`config.mk`:
```
export PLATFORM = sky130hd
export DESIGN_NAME = uart_tx_buffered
export DESIGN_NICKNAME = d
export VERILOG_FILES = /design/src/rtl/uart_tx_buffered.sv
export SDC_FILE = /design/constraint.sdc
export NUM_CORES = 1
export LEC_CHECK = 0
export BUFFER_PORTS_ARGS = -buffer_cell sky130_fd_sc_hd__buf_2
export CORE_AREA = 8 8 121 123
export DETAILED_ROUTE_END_ITERATION = 6
export DIE_AREA = 0 0 129 131
export PLACE_DENSITY_LB_ADDON = 0.1
export SYNTH_ARGS = -nofsm -noshare
export SYNTH_HDL_FRONTEND = slang
export SYNTH_SLANG_ARGS = --single-unit
```
`constraint.sdc`:
```
create_clock -name clk -period 3.8 [get_ports clk]
set_input_delay 0 -clock clk [delete_from_list [all_inputs] [get_ports clk]]
set_output_delay 0 -clock clk [all_outputs]
set_load 0.005 [all_outputs]
```
`src/rtl/uart_tx_buffered.sv`:
```
// Buffered UART transmitter: a 2**FIFO_AW-word TX FIFO feeding a frame FSM.
// Frames are start bit, LSB-first data, optional parity bit, then 1 or 2 stop bits.
// Queued words go out back-to-back with no idle gap between frames.
module uart_tx_buffered #(
  parameter int unsigned CLK_FREQ   = 38400,
  parameter int unsigned BAUDRATE   = 9600,
  parameter int unsigned DATA_WIDTH = 8,
  parameter int unsigned FIFO_AW    = 4,
  parameter int unsigned PARITY     = 0,
  parameter int unsigned STOP_BITS  = 1
) (
  input  logic                  clk,
  input  logic                  rst_n,
  input  logic                  wr_en,
  input  logic [DATA_WIDTH-1:0] wr_data,
  output logic                  full,
  output logic [FIFO_AW:0]      level,
  output logic                  overflow,
  output logic                  line,
  output logic                  busy
);

  localparam int unsigned CLKS_PER_BIT = CLK_FREQ / BAUDRATE;
  localparam int unsigned DEPTH        = 2 ** FIFO_AW;
  localparam int unsigned STOP_CYCLES  = STOP_BITS * CLKS_PER_BIT;
  localparam int unsigned CNT_W        = $clog2(STOP_CYCLES + 1);
  localparam int unsigned BIT_W        = $clog2(DATA_WIDTH + 1);

  localparam logic [CNT_W-1:0]   BIT_LAST  = CNT_W'(CLKS_PER_BIT - 1);
  localparam logic [CNT_W-1:0]   STOP_LAST = CNT_W'(STOP_CYCLES - 1);
  localparam logic [BIT_W-1:0]   DATA_LAST = BIT_W'(DATA_WIDTH - 1);
  localparam logic [FIFO_AW:0]   LEVEL_MAX = (FIFO_AW + 1)'(DEPTH);

  // Illegal parameter combinations stop elaboration.
  if (PARITY > 2) begin : g_bad_parity
    $error("uart_tx_buffered: PARITY must be 0 (none), 1 (odd) or 2 (even)");
  end
  if (STOP_BITS < 1 || STOP_BITS > 2) begin : g_bad_stop
    $error("uart_tx_buffered: STOP_BITS must be 1 or 2");
  end
  if (DATA_WIDTH < 5 || DATA_WIDTH > 9) begin : g_bad_width
    $error("uart_tx_buffered: DATA_WIDTH must be 5..9");
  end
  if (CLKS_PER_BIT < 2 || (CLK_FREQ % BAUDRATE) != 0) begin : g_bad_baud
    $error("uart_tx_buffered: CLK_FREQ/BAUDRATE must be an integer >= 2");
  end

  typedef enum logic [2:0] {
    IDLE,
    START,
    DATA,
    PAR,
    STOP
  } state_t;

  state_t state, state_next;

  logic [DATA_WIDTH-1:0] mem [DEPTH];
  logic [FIFO_AW-1:0]    wr_ptr, rd_ptr;
  logic [DATA_WIDTH-1:0] head;
  logic                  push, pop;

  logic [CNT_W-1:0]      baud_cnt;
  logic [BIT_W-1:0]      bit_cnt;
  logic [DATA_WIDTH-1:0] shift;
  logic                  par_bit;
  logic                  bit_end;
  logic                  line_next;

  // A write is only accepted while the FIFO is not full, even if a pop frees
  // a slot on the same edge.
  assign push = wr_en && !full;
  assign full = (level == LEVEL_MAX);
  assign head = mem[rd_ptr];
  assign busy = (state != IDLE) || (level != '0);

  // FIFO storage; no reset needed since occupancy is tracked by level.
  always_ff @(posedge clk) begin
    if (push) begin
      mem[wr_ptr] <= wr_data;
    end
  end

  // FIFO pointers, occupancy and overflow pulse.
  always_ff @(posedge clk) begin
    if (!rst_n) begin
      wr_ptr   <= '0;
      rd_ptr   <= '0;
      level    <= '0;
      overflow <= 1'b0;
    end else begin
      overflow <= wr_en && full;
      if (push) begin
        wr_ptr <= wr_ptr + 1'b1;
      end
      if (pop) begin
        rd_ptr <= rd_ptr + 1'b1;
      end
      if (push && !pop) begin
        level <= level + 1'b1;
      end else if (pop && !push) begin
        level <= level - 1'b1;
      end
    end
  end

  // FSM state register.
  always_ff @(posedge clk) begin
    if (!rst_n) begin
      state <= IDLE;
    end else begin
      state <= state_next;
    end
  end

  // Next-state, FIFO pop and line level for the current state.
  always_comb begin
    state_next = state;
    pop        = 1'b0;
    bit_end    = 1'b0;
    line_next  = 1'b1;
    unique case (state)
      IDLE: begin
        if (level != '0) begin
          pop        = 1'b1;
          state_next = START;
        end
      end
      START: begin
        line_next = 1'b0;
        bit_end   = (baud_cnt == BIT_LAST);
        if (bit_end) begin
          state_next = DATA;
        end
      end
      DATA: begin
        line_next = shift[0];
        bit_end   = (baud_cnt == BIT_LAST);
        if (bit_end && bit_cnt == DATA_LAST) begin
          state_next = (PARITY != 0) ? PAR : STOP;
        end
      end
      PAR: begin
        line_next = par_bit;
        bit_end   = (baud_cnt == BIT_LAST);
        if (bit_end) begin
          state_next = STOP;
        end
      end
      STOP: begin
        line_next = 1'b1;
        bit_end   = (baud_cnt == STOP_LAST);
        if (bit_end) begin
          if (level != '0) begin
            pop        = 1'b1;
            state_next = START;
          end else begin
            state_next = IDLE;
          end
        end
      end
      default: begin
        state_next = IDLE;
      end
    endcase
  end

  // Baud and data-bit counters; baud restarts at every bit boundary.
  always_ff @(posedge clk) begin
    if (!rst_n) begin
      baud_cnt <= '0;
      bit_cnt  <= '0;
    end else begin
      if (state == IDLE || bit_end) begin
        baud_cnt <= '0;
      end else begin
        baud_cnt <= baud_cnt + 1'b1;
      end
      if (state != DATA) begin
        bit_cnt <= '0;
      end else if (bit_end) begin
        bit_cnt <= bit_cnt + 1'b1;
      end
    end
  end

  // Shift register and parity bit, loaded when a word leaves the FIFO.
  always_ff @(posedge clk) begin
    if (!rst_n) begin
      shift   <= '0;
      par_bit <= 1'b0;
    end else if (pop) begin
      shift   <= head;
      par_bit <= (PARITY == 1) ? ~^head : ^head;
    end else if (state == DATA && bit_end) begin
      shift <= shift >> 1;
    end
  end

  // Registered serial line, so it trails the FSM state by one cycle.
  always_ff @(posedge clk) begin
    if (!rst_n) begin
      line <= 1'b1;
    end else begin
      line <= line_next;
    end
  end

endmodule

```
* Yosys cells after proc, flatten, opt, wreduce, memory -nomap -nowiden *
Memories as Yosys holds them, arrays and structs flattened. A register that Yosys moved wholly into a read port is not among the register bits.
Cells that the tools add are included.
Widths: inputs -> output; s select.

cells by class
  add/sub/neg operators = 6
  eq/ne operators = 13
  muxes and demuxes = 20
  bitwise gates (word level) = 1
  reductions and logical operators = 21

operators by type and width
  cell                 count
  $mux 8               2
  $mux 3               5
  $pmux 3 s5           1
  $add 4x1->4 const B  3
  $mux 5               2
  $ne 2x2->1 const B   5
  $eq 3x2->1 const B   3
  $mux 4               2
  $reduce_xor 8->1     1
  $logic_and 1x1->1    6
  $mux 1               6
  $add 5x1->5 const B  1
  $eq 5x5->1 const B   1
  $reduce_and 5->1     1
  $reduce_bool 5->1    1
  $sub 5x1->5 const B  1
  $eq 4x3->1 const B   1
  $reduce_bool 2->1    2
  $reduce_or 2->1      2
  $reduce_or 4->1      1
  $add 3x1->3 const B  1
  $eq 3x1->1 const B   1
  $eq 3x3->1 const B   1
  $logic_not 1->1      3
  7 further kinds      8

word-level totals
  register bits after elaboration = 34
  memory bits (writable) = 128
  input port bits = 11
  output and inout port bits = 9
  word-level logic and storage cells = 72
  memories = 1

memories
  name  depth  bits a word  read ports  clocked after Yosys merged registers in  write ports  RTL line  source
  mem   16     8            1           1                                        1            58        logic [DATA_WIDTH-1:0] mem [DEPTH];

* Logic depth before layout (Yosys ltp) *
Gate-level depths: netlist of the first run.

  depth in word-level cells = 7
  mapped depth = 16
  mapped depth without buffers = 14

* Least setup slack after synthesis of the first run *
OpenSTA, ideal clock, no wires.

  path type = register to register
  start = reg baud_cnt[0]
  end = reg level[4]
  library setup time = 76 ps
  data arrival time = 2906 ps
  data required time = 3724 ps
  slack = 819 ps
  cell stages (with the launch flop) = 16
  path buffers = 2
  clock period less this slack = 2981 ps
  cell sequence = dfxtp_1 > ha_1 > ha_1 > clkbuf_1 > nor2_1 > nor4_2 > inv_1 > clkbuf_1 > ha_1 > inv_1 > ha_1 > a21o_1 > a21oi_1 > xnor2_1 > or3_1 > a21boi_0

on the way
  cells in the longest elaborated chain, start to end = 6
  elaborated cells on any way between the ends = 8
  those cells by class = 1 x eq/ne; 3 x mux; 4 x reduce/logical

RTL lines
  element                                             RTL line  source
  start, declared                                     63        logic [CNT_W-1:0] baud_cnt;
  start signal, assigned                              177       baud_cnt <= baud_cnt + 1'b1;
  $eq 3x2->1 (*)                                      152       bit_end = (baud_cnt == STOP_LAST);
  $mux 1 (*)                                          153       if (bit_end) begin
  $pmux 1 s2 (*)                                      122       unique case (state)
  $logic_not 1->1                                     99        if (push && !pop) begin
  $logic_and 1x1->1                                   99
  $mux 5 / $reduce_bool 2->1 (equally long branches)  -
  end signal, assigned                                100       level <= level + 1'b1;
  end signal, assigned                                102       level <= level - 1'b1;
  end, declared                                       17        output logic [FIFO_AW:0] level,

Every way passes the cells marked *; elsewhere a longest branch is shown, timed or not.
A chain may end at the register's enable or synchronous reset.

* Worst setup path in the final report of the first run *
  start = reg level[0]
  end = reg level[4]

on the way
  cells in the longest elaborated chain, start to end = 7
  elaborated cells on any way between the ends = 16
  those cells by class = 2 x add/sub; 1 x eq/ne; 5 x mux; 8 x reduce/logical

RTL lines
  element                                             RTL line
  $reduce_bool 5->1                                   124, 154
  $mux 1                                              124, 154
  $mux 1                                              153
  $pmux 1 s2                                          122
  $logic_not 1->1                                     99
  $logic_and 1x1->1                                   99
  $mux 5 / $reduce_bool 2->1 (equally long branches)  -

Several ways; a longest one is shown, not always the timed one. The select of a mux whose other input is x is not followed.

==> run_results.csv, run 1 <==
group,metric,value,unit
floorplanning,initial_core_util,52.7,%
sta,final_max_slew_viol_count,0,
cells_and_area,final_common_cell,"edfxtp_1",
sta,rsz0062_at_grt,"false",
floorplanning,die_w,129,um
critical_path,cp_cell_sequence,"nor4_1, nor2b_1, nor4_2, inv_1, ha_1, inv_1, ha_1, a21o_1, a21oi_1, xnor2_1, or3_1, a21boi_0",
critical_path,cp.arrival,3.53,ns
cells_and_area,syn_to_final_growth,13.5,%
sta,setup_viol,0,
pwr,seq_power_share,42.8,%
critical_path,slowest_delay,0.39,ns
clocking,cts.clk_slew.worst_paths,0.06,ns
detailed_routing,dr.pass1.iters,4,
detailed_routing,drtIter0Drc,249,
critical_path,crit_slowest_cell,"nor4_1",
yosys,ys_async_sr_fraction,0,%
placed_design,dp.final_hpwl,8010,um
pwr,leakage,2.61,nW
clocking,cts.sinks,166,
cells_and_area,final_net_count,487,
placed_design,place_inst,610,
floorplanning,coreArea,0.0129,mm^2
cells_and_area,final_cells,651,
global_route,antenna_found_initial,0,
yosys,synth-edff-count,128,
run,maxCapViolations,0,
critical_path,worstPathRequired,4.14,ns
cells_and_area,final_cell_mix,"128 x edfxtp_1, 42 x nand2_1, 37 x dfxtp_1",
global_route,grt_overflow,0,
floorplanning,io_pins,20,
sta,post-route-min-period,3.18,ns
sta,maxClockFrequency,314,MHz
cells_and_area,multiInputGateArea,0.00199,mm^2
yosys,synth-seq-cells,166,
placed_design,portBuffers,19,
clocking,root_buffer,"clkbuf_16",
yosys,avgSynthCellArea,15.7,um^2
yosys,syn-cell-area,0.00678,mm^2
detailed_routing,drt-total-wl,12700,um
clocking,clk_path_buf_depth,2,
detailed_routing,ant_nets,0,
critical_path,crit_path_start_kind,"register",
yosys,ys_types,38,
detailed_routing,vias,3599,
sta,tns,0,ns
yosys,synth_area_leaders,"edfxtp_1 57%, dfxtp_1 11%, mux4_2 7.6%",
pwr,switching_share,28.9,%
yosys,synth_top_area_cell,"edfxtp_1",
critical_path,cp-end-kind,"register",
sta,finalHoldViolations,0,
pwr,combinationalPowerShare,23.6,%
global_route,grt_pass1_wl,20100,um
yosys,synth_warnings,0,
critical_path,crit_family,"simple AND/OR/NAND/NOR gates",
global_route,track_usage,16.5,%
run_status,status,"completed",
pwr,powerDensity,665,mW/mm^2
global_route,grt_max_degree,33,
yosys,synth_fp_nets,458,
clocking,htreeDepth,4,
placed_design,gp_congestion,0.717,
yosys,synthCells,433,
global_route,grt_pass1_vias,3750,
cells_and_area,drive_above_1_share,17.5,%
sta,hold_slack,0.0234,ns
yosys,ys_seq_area_share,67.9,%
worst_hold_path,hold_path_class,"in2reg",
pwr,clkPwrFrac,33.6,%
yosys,yosys_most_used_dff,"edfxtp_1",
sta,skew,0.0153,ns
pwr,ir_drop,0.000588,V
clocking,insertion_delay,0.43,ns
detailed_routing,routedWlPerCell,19.5,um
sta,worst_slew_pin_slew,0.967,ns
critical_path,path_buf_inv,2,
floorplanning,row_count,42,
sta,min_period_over_period,83.7,%
detailed_routing,viasPerCell,5.53,
pwr,p_sw,1.48,mW
detailed_routing,drcViolationCount,0,
pwr,p_int,3.64,mW
cells_and_area,nFillCells,960,
clocking,cts_buffers,17,
floorplanning,fp.dieArea,0.0169,mm^2
floorplanning,die_y,131,um
critical_path,cp_max_fo,11,
clocking,cts_tree,"yes",
yosys,synth_top_area_share,56.7,%
cells_and_area,diodes,0,
clocking,post_cts_buffers,0,
cells_and_area,register_area,0.00461,mm^2
sta,slew_headroom,35.3,%
critical_path,crit_type,"reg2reg",
[worst register-to-register path, delay by kind of cell, from the launching register on]
| family | cells | cell delay (ns) |
|---|---|---|
| and+or+nand+nor | 4 | 1.14 |
| adders and majority gates | 2 | 0.61 |
| buffers and inverters | 2 | 0.41 |
| DFF | 1 | 0.35 |
| xor gates and xnor gates | 1 | 0.09 |
| AOI/OAI and AO/OA | 3 | 0.52 |
[worst paths after layout]
path / from / to / slack (ns) / depth (start not counted)
worst max-delay path: level[0] / level[4] / 0.62 / 12
worst min-delay path: rst_n / baud_cnt[0] / 0.02 / 3
worst min register to register: baud_cnt[0] / baud_cnt[0] / 0.43 / 1
worst max register to register: level[0] / level[4] / 0.62 / 12
[final cells by class]
cell class | count | area share (%)
timing repair buffer | 34 | 3.15
inverter | 12 | 0.585
multi-input combinational | 231 | 25.9
tap | 176 | 2.86
clock inverter | 15 | 2.19
sequential | 166 | 59.8
clock buffer | 17 | 5.52
[flip-flops by register name, indices dropped and copies added, names as in the netlist, named ones only]
name / count
rd_ptr: 4
state: 3
line: 1
shift: 8
par_bit: 1
mem: 128
bit_cnt: 4
wr_ptr: 4
overflow: 1
baud_cnt: 3
level: 5
[metal layers]
layer | vias to the layer above | wire [um] | GRT usage (%)
li1 | 1690 | - | -
met1 | 1815 | 5430 | 19.6
met2 | 80 | 6400 | 28.6
met3 | 14 | 708 | 3.90
met4 | 0 | 170 | 6.57
met5 | - | 0 | 0
[cells by family after synthesis]
kind of cell,count (synthesis),share of synthesized area [%]
buffers and inverters,36,2.88
adders and majority gates,14,2.69
muxes,33,11.3
xor gates and xnor gates,21,2.71
and+or+nand+nor,118,8.06
AOI/OAI and AO/OA,45,4.48
DFF,166,67.9
[cell usage after synthesis, types with 2 or more instances]
| cell | count |
|---|---|
| nand3_1 | 3 |
| o21ai_0 | 8 |
| a311oi_1 | 7 |
| mux4_1 | 9 |
| buf_6 | 2 |
| and3_1 | 2 |
| nor3_1 | 5 |
| xor2_1 | 3 |
| edfxtp_1 | 128 |
| xnor2_1 | 18 |
| buf_2 | 2 |
| nand2_1 | 42 |
| clkbuf_1 | 13 |
| nor3b_1 | 3 |
| mux4_2 | 23 |
| a21boi_0 | 4 |
| nand4_1 | 3 |
| and2_1 | 12 |
| clkdlybuf4s25_2 | 3 |
| nor2_1 | 35 |
| dfxtp_1 | 38 |
| buf_4 | 2 |
| a21oi_1 | 9 |
| nand2b_1 | 3 |
| inv_1 | 12 |
| nor2b_1 | 5 |
| ha_1 | 13 |
| a22oi_1 | 16 |
[what timing repair did]
item / 4_1_cts / 5_1_grt
endpoints found under the hold margin: 129 / 0
gates resized for setup: 0 / 0
hold buffers: 9 / 0
endpoints found under the setup margin: 0 / 0
[stage by stage]
step / util [%] / total power [mW] / area, um^2 / worst slack, ns
4_1_cts: 59.8 / 5.17 / 7700 / 0.579
2_1_floorplan: - / 3.16 / 6780 / 0.819
3_5_place_dp: 54.5 / 3.45 / 7020 / 0.590
6_report: 59.8 / 5.12 / 7700 / 0.619
5_1_grt: 59.8 / 5.38 / 7700 / 0.373
3_3_place_gp: 54.5 / 3.41 / 7020 / 0.706
[power groups by stage]
stage               Combinational [mW]  Sequential (mW)  Clock (mW)
finish                            1.21             2.19        1.72
global route                      1.35             2.21        1.82
CTS                               1.23             2.19        1.75
detailed placement                1.21             2.23           0
global placement                  1.18             2.23           0
floorplan                        0.997             2.17           0
Note: power is estimated with default switching activity, not from simulation.
==> run 2, diff against run 1 <==
Clock period 3.8 ns to 2.65 ns, I/O delays scaled along.
==> run 2 against run 1 <==
Effect of this change: global-route usage increased by 0.39 points; critical path type unchanged; total power is 43% higher; largest power group unchanged; largest cell class unchanged; sequential share of layout area is 1.3 points lower; core utilization rose by 1.4 points; non-clock buffer count increased by 22.
==> run_results.csv, run 2 (same netlist as run 1, synthesis figures left out) <==
group,metric,value,unit
run_status,status,"completed",
cells_and_area,final_cell_mix,"128 x edfxtp_1, 42 x nand2_1, 35 x dfxtp_1",
pwr,powerDensity,931,mW/mm^2
detailed_routing,ant_nets,0,
floorplanning,die_w,129,um
sta,final_max_slew_viol_count,0,
detailed_routing,drcViolationCount,0,
clocking,cts_buffers,17,
critical_path,cp-end-kind,"register",
critical_path,crit_type,"reg2reg",
cells_and_area,final_common_cell,"edfxtp_1",
worst_hold_path,hp-start,"wr_data[2]",
global_route,antenna_found_initial,0,
detailed_routing,routedWlPerCell,19.3,um
critical_path,cp_cell_sequence,"ha_4, ha_4, nor2_2, nor4_4, inv_1, ha_4, fa_2, inv_1, a21o_1, a21oi_2, xnor2_1, or3_1, a21boi_1",
clocking,clk_path_buf_depth,2,
pwr,power.total,7.33,mW
placed_design,place_inst,630,
floorplanning,io_pins,20,
sta,setup_viol,0,
pwr,seq_power_share,41.9,%
critical_path,cp_max_fo,3,
detailed_routing,vias,3671,
placed_design,dp.final_hpwl,8350,um
cells_and_area,utilization,61.2,%
critical_path,reg2reg_from,"baud_cnt[1]",
global_route,grt_max_degree,33,
sta,skew,0.00672,ns
pwr,p_int,5.25,mW
critical_path,reg2reg_depth,13,
clocking,insertion_delay,0.42,ns
pwr,combinationalPowerShare,27.8,%
cells_and_area,syn_to_final_growth,16.2,%
sta,slew_headroom,43.5,%
global_route,grt_overflow,0,
cells_and_area,drive_above_1_share,21.6,%
critical_path,cp.arrival,2.82,ns
sta,finalHoldViolations,0,
critical_path,crit_slowest_cell,"fa_2",
critical_path,reg2reg_slack,0.18,ns
cells_and_area,largest-register,"mem",
sta,tns,0,ns
pwr,leakage,2.68,nW
detailed_routing,viasPerCell,5.46,
pwr,switching_share,28.4,%
clocking,htreeDepth,4,
run,maxCapViolations,0,
sta,hold_slack,0.00567,ns
critical_path,crit_family,"adder cells",
critical_path,crit_path_start_kind,"register",
critical_path,worstPathRequired,3.00,ns
sta,maxClockFrequency,405,MHz
sta,worst_slew_pin_slew,0.844,ns
critical_path,slowest_delay,0.36,ns
clocking,cts_tree,"yes",
floorplanning,initial_core_util,52.7,%
detailed_routing,drtIter0Drc,215,
worst_hold_path,min_to,"mem[14][2]",
global_route,track_usage,16.9,%
worst_hold_path,hold_path_class,"in2reg",
clocking,root_buffer,"clkbuf_16",
placed_design,placed_area,0.00723,mm^2
global_route,grt_pass1_wl,20500,um
critical_path,timing.rr.end,"level[4]",
cells_and_area,diodes,0,
sta,fin_ws,0.184,ns
worst_hold_path,hold_depth,1,
floorplanning,fp.dieArea,0.0169,mm^2
pwr,clkPwrFrac,30.2,%
clocking,cts.clk_slew.worst_paths,0.06,ns
sta,rsz0062_at_grt,"false",
global_route,grt_pass1_vias,3766,
placed_design,portBuffers,19,
placed_design,gp_congestion,0.732,
placed_design,place_ws,-0.209,ns
sta,post-route-min-period,2.47,ns
cells_and_area,reg_top3,"mem: 128 flops, shift: 8 flops, level: 5 flops",
cells_and_area,largest_register_ffs,128,
floorplanning,row_count,42,
cells_and_area,final_net_count,509,
cells_and_area,final_cells,672,
floorplanning,die_y,131,um
floorplanning,coreArea,0.0129,mm^2
detailed_routing,drt-total-wl,12900,um
critical_path,cpMostUsedCell,"ha_4",
cells_and_area,design_area,0.00788,mm^2
pwr,p_sw,2.08,mW
sta,min_period_over_period,93.1,%
critical_path,path_buf_inv,2,
pwr,ir_drop,0.000421,V
clocking,cts.sinks,166,
detailed_routing,dr.pass1.iters,4,
-- run 2: changes by cell type in the layout (fill, tap and decap cells not counted), sizes merged --
cell,change
buf,+22
bufinv,-1
clkinvlp,+3
clkbuf,+5
inv,-5
clkinv,-3
-- run 2: cell type report --
type	count	area [um^2]
fill	997	5000
sequential	166	4610
multi-input combinational	231	2060
clock buffer	22	444
timing repair buffer	56	420
tap	176	220
clock inverter	9	80.1
inverter	12	45.0
-- run 2: how the worst max path moves through the flow --
stage                     cells past startpoint         from  endpoint
final                                        13  baud_cnt[1]  level[4]
after global routing                         13  baud_cnt[0]  level[4]
after CTS                                    12     level[0]  level[4]
after detailed placement                     13  baud_cnt[1]  level[4]
after global placement                       13  baud_cnt[0]  level[4]
after floorplan                              15  baud_cnt[1]  level[4]
-- run 2: routing by layer --
metal  GRT usage (%)  share of wire (%)  wire, um
met5               0                  0         0
met4            6.84                1.3       163
met3            3.73                4.4       567
met2            28.1                 50      6410
met1            21.2                 45      5800
-- run 2: power by group through the flow --
stage	combinational, mW	clock [mW]	sequential (mW)
final	2.04	2.22	3.07
after global routing	2.27	2.38	3.09
after CTS	2.04	2.27	3.06
after detailed placement	2.00	0	3.12
after global placement	1.96	0	3.11
after floorplan	1.50	0	3.11
-- run 2: worst reg2reg max path, cell delays in order, from the launching register on --
cell      delay (ns)
dfxtp_2         0.34
ha_4            0.13
ha_4            0.12
nor2_2          0.05
nor4_4          0.27
inv_1           0.12
ha_4            0.19
fa_2            0.36
inv_1           0.07
a21o_1          0.13
a21oi_2         0.06
xnor2_1         0.13
or3_1           0.31
a21boi_1        0.11
-- run 2: timing repair --
action	4_1_cts	5_1_grt
hold buffers	9	0
gates resized for setup	1	3
pin swaps	1	0
hold endpoints to repair	117	0
setup buffers	1	1
setup endpoints to repair	2	1
==> run 3, diff against run 2 <==
==> constraint.sdc (replaced) <==
create_clock -name clk -period 2.65 [get_ports clk]
set_input_delay 0.53 -clock clk [delete_from_list [all_inputs] [get_ports clk]]
set_output_delay 0.53 -clock clk [all_outputs]
set_load 0.005 [all_outputs]
==> run 3 against run 2 <==
Effect of this change: critical path depth unchanged; non-clock buffer count decreased by 13; core utilization fell by 0.41 points; via count is 1.2% lower; die area unchanged; maximum frequency increased by 0.34%; global-route usage shrank 0.42 points; sequential share of layout area grew 0.39 points; register-to-register slack about the same; clock-buffer cell count down 3; largest power group unchanged; highest routed layer unchanged.
==> run_results.csv, run 3 (same netlist as run 1, synthesis figures left out) <==
group,metric,value,unit
run_status,status,"completed",
sta,finalHoldViolations,0,
clocking,cts_tree,"yes",
critical_path,cp_max_fo,3,
cells_and_area,final_common_cell,"edfxtp_1",
detailed_routing,viasPerCell,5.50,
cells_and_area,reg_top3,"mem: 128 flops, shift: 8 flops, level: 5 flops",
clocking,insertion_delay,0.43,ns
cells_and_area,drive_above_1_share,22.3,%
global_route,track_usage,16.5,%
cells_and_area,final_cell_mix,"128 x edfxtp_1, 42 x nand2_1, 35 x dfxtp_1",
placed_design,placed_area,0.00722,mm^2
placed_design,place_ws,-0.210,ns
global_route,grt_pass1_vias,3720,
global_route,grt_pass1_wl,20000,um
critical_path,crit_path_start_kind,"register",
global_route,antenna_found_initial,0,
sta,maxClockFrequency,407,MHz
worst_hold_path,hold_path_class,"in2reg",
critical_path,crit_path_end,"level[4]",
placed_design,place_inst,627,
pwr,leakage,2.66,nW
run,maxCapViolations,0,
cells_and_area,largest_register_ffs,128,
pwr,power.total,7.54,mW
sta,rsz0062_at_grt,"false",
sta,worst_slew_pin_slew,0.812,ns
critical_path,timing.rr.end,"level[4]",
clocking,root_buffer,"clkbuf_16",
cells_and_area,design_area,0.00783,mm^2
detailed_routing,ant_nets,0,
cells_and_area,diodes,0,
detailed_routing,dr.pass1.iters,5,
placed_design,dp.final_hpwl,8200,um
clocking,cts.clk_slew.worst_paths,0.06,ns
critical_path,cp-end-kind,"register",
placed_design,portBuffers,19,
critical_path,cp-startpoint,"baud_cnt[0]",
clocking,cts.sinks,166,
detailed_routing,vias,3627,
sta,fin_ws,0.192,ns
global_route,use_met3,4.26,%
placed_design,gp_congestion,0.777,
cells_and_area,nFillCells,958,
detailed_routing,drtIter0Drc,238,
cells_and_area,final_cells,660,
sta,final_max_slew_viol_count,0,
global_route,grt_use_met2,27.2,%
floorplanning,initial_core_util,52.7,%
detailed_routing,routedWlPerCell,19.1,um
global_route,grt_overflow,0,
sta,setup_viol,0,
detailed_routing,drt-total-wl,12600,um
floorplanning,die_y,131,um
critical_path,cp.arrival,2.82,ns
sta,min_period_over_period,92.8,%
floorplanning,coreArea,0.0129,mm^2
sta,skew,0.00651,ns
critical_path,reg2reg_slack,0.19,ns
clocking,clk_path_buf_depth,2,
clocking,cts_buffers,17,
global_route,grt.busiest_layer,"met2",
detailed_routing,drcViolationCount,0,
floorplanning,row_count,42,
global_route,grt_max_degree,33,
cells_and_area,final_net_count,496,
global_route,use_met1,19.9,%
critical_path,reg2reg_from,"baud_cnt[0]",
critical_path,worstPathRequired,3.01,ns
cells_and_area,syn_to_final_growth,15.4,%
floorplanning,io_pins,20,
cells_and_area,largest-register,"mem",
pwr,powerDensity,963,mW/mm^2
sta,slew_headroom,45.7,%
critical_path,crit_type,"reg2reg",
clocking,htreeDepth,4,
pwr,ir_drop,0.000450,V
floorplanning,fp.dieArea,0.0169,mm^2
critical_path,reg2reg_depth,13,
clocking,hold_buffers,0,
floorplanning,die_w,129,um
sta,post-route-min-period,2.46,ns
[run 3: cell types whose count changed in the layout (fill, tap and decap cells not counted), moves of 2 or more]
cell / before / now
dlygate4sd3_1: 9 / 0
buf_4: 26 / 21
clkbuf_1: 5 / 2
clkinv_2: 1 / 4
bufinv_16: 1 / 3
[run 3: how the worst min path moves through the flow]
stage                  endpoint  cells past startpoint        start
floorplan           baud_cnt[0]                      1  baud_cnt[0]
global placement    baud_cnt[0]                      1  baud_cnt[0]
detailed placement  baud_cnt[0]                      1  baud_cnt[0]
CTS                    overflow                      2        wr_en
global route           overflow                      2        wr_en
finish                 overflow                      2        wr_en
[run 3: through the flow]
step	setup TNS (ns)	hold WS (ns)	util (%)
floorplan	0	0.406	-
global placement	-0.151	0.412	56.0
detailed placement	-0.228	0.421	56.0
CTS	0	0.338	60.7
global route	0	0.353	60.8
finish	0	0.353	60.8
[run 3: repair_timing]
item	in CTS	in global routing
pin swaps	1	0
endpoints found under the setup margin	2	2
setup buffers	1	0
resized for setup	0	3
[run 3: metal layers]
metal | wire [um] | up-vias
met5 | 0 | -
li1 | - | 1712
met1 | 5610 | 1817
met4 | 313 | 0
met2 | 6070 | 75
met3 | 626 | 23
[run 3: critical path, stage by stage (launching register included)]
cell      delay, ns
dfxtp_2        0.34
ha_4           0.13
ha_4           0.12
nor2_2         0.05
nor4_4         0.28
inv_1          0.12
ha_4           0.19
fa_2           0.37
inv_1          0.07
a21o_1         0.13
a21oi_2        0.06
xnor2_1        0.12
or3_1          0.30
a21boi_1       0.11
[run 3: power breakdown]
group          total (mW)  leakage (nW)  internal (mW)  switching [mW]
clock                2.45         0.285           1.48           0.975
sequential           3.07          1.47           2.98          0.0875
combinational        2.02         0.905          0.981            1.04
total                7.54          2.66           5.44            2.10
[run 3: area by class of cell]
cell class                 count  area (um^2)  area share (%)
clock buffer                  19          433            5.53
clock inverter                13          155            1.98
inverter                      12         45.0           0.576
multi-input combinational    231         2050            26.2
sequential                   166         4610            58.9
tap                          176          220            2.81
timing repair buffer          43          313            4.00
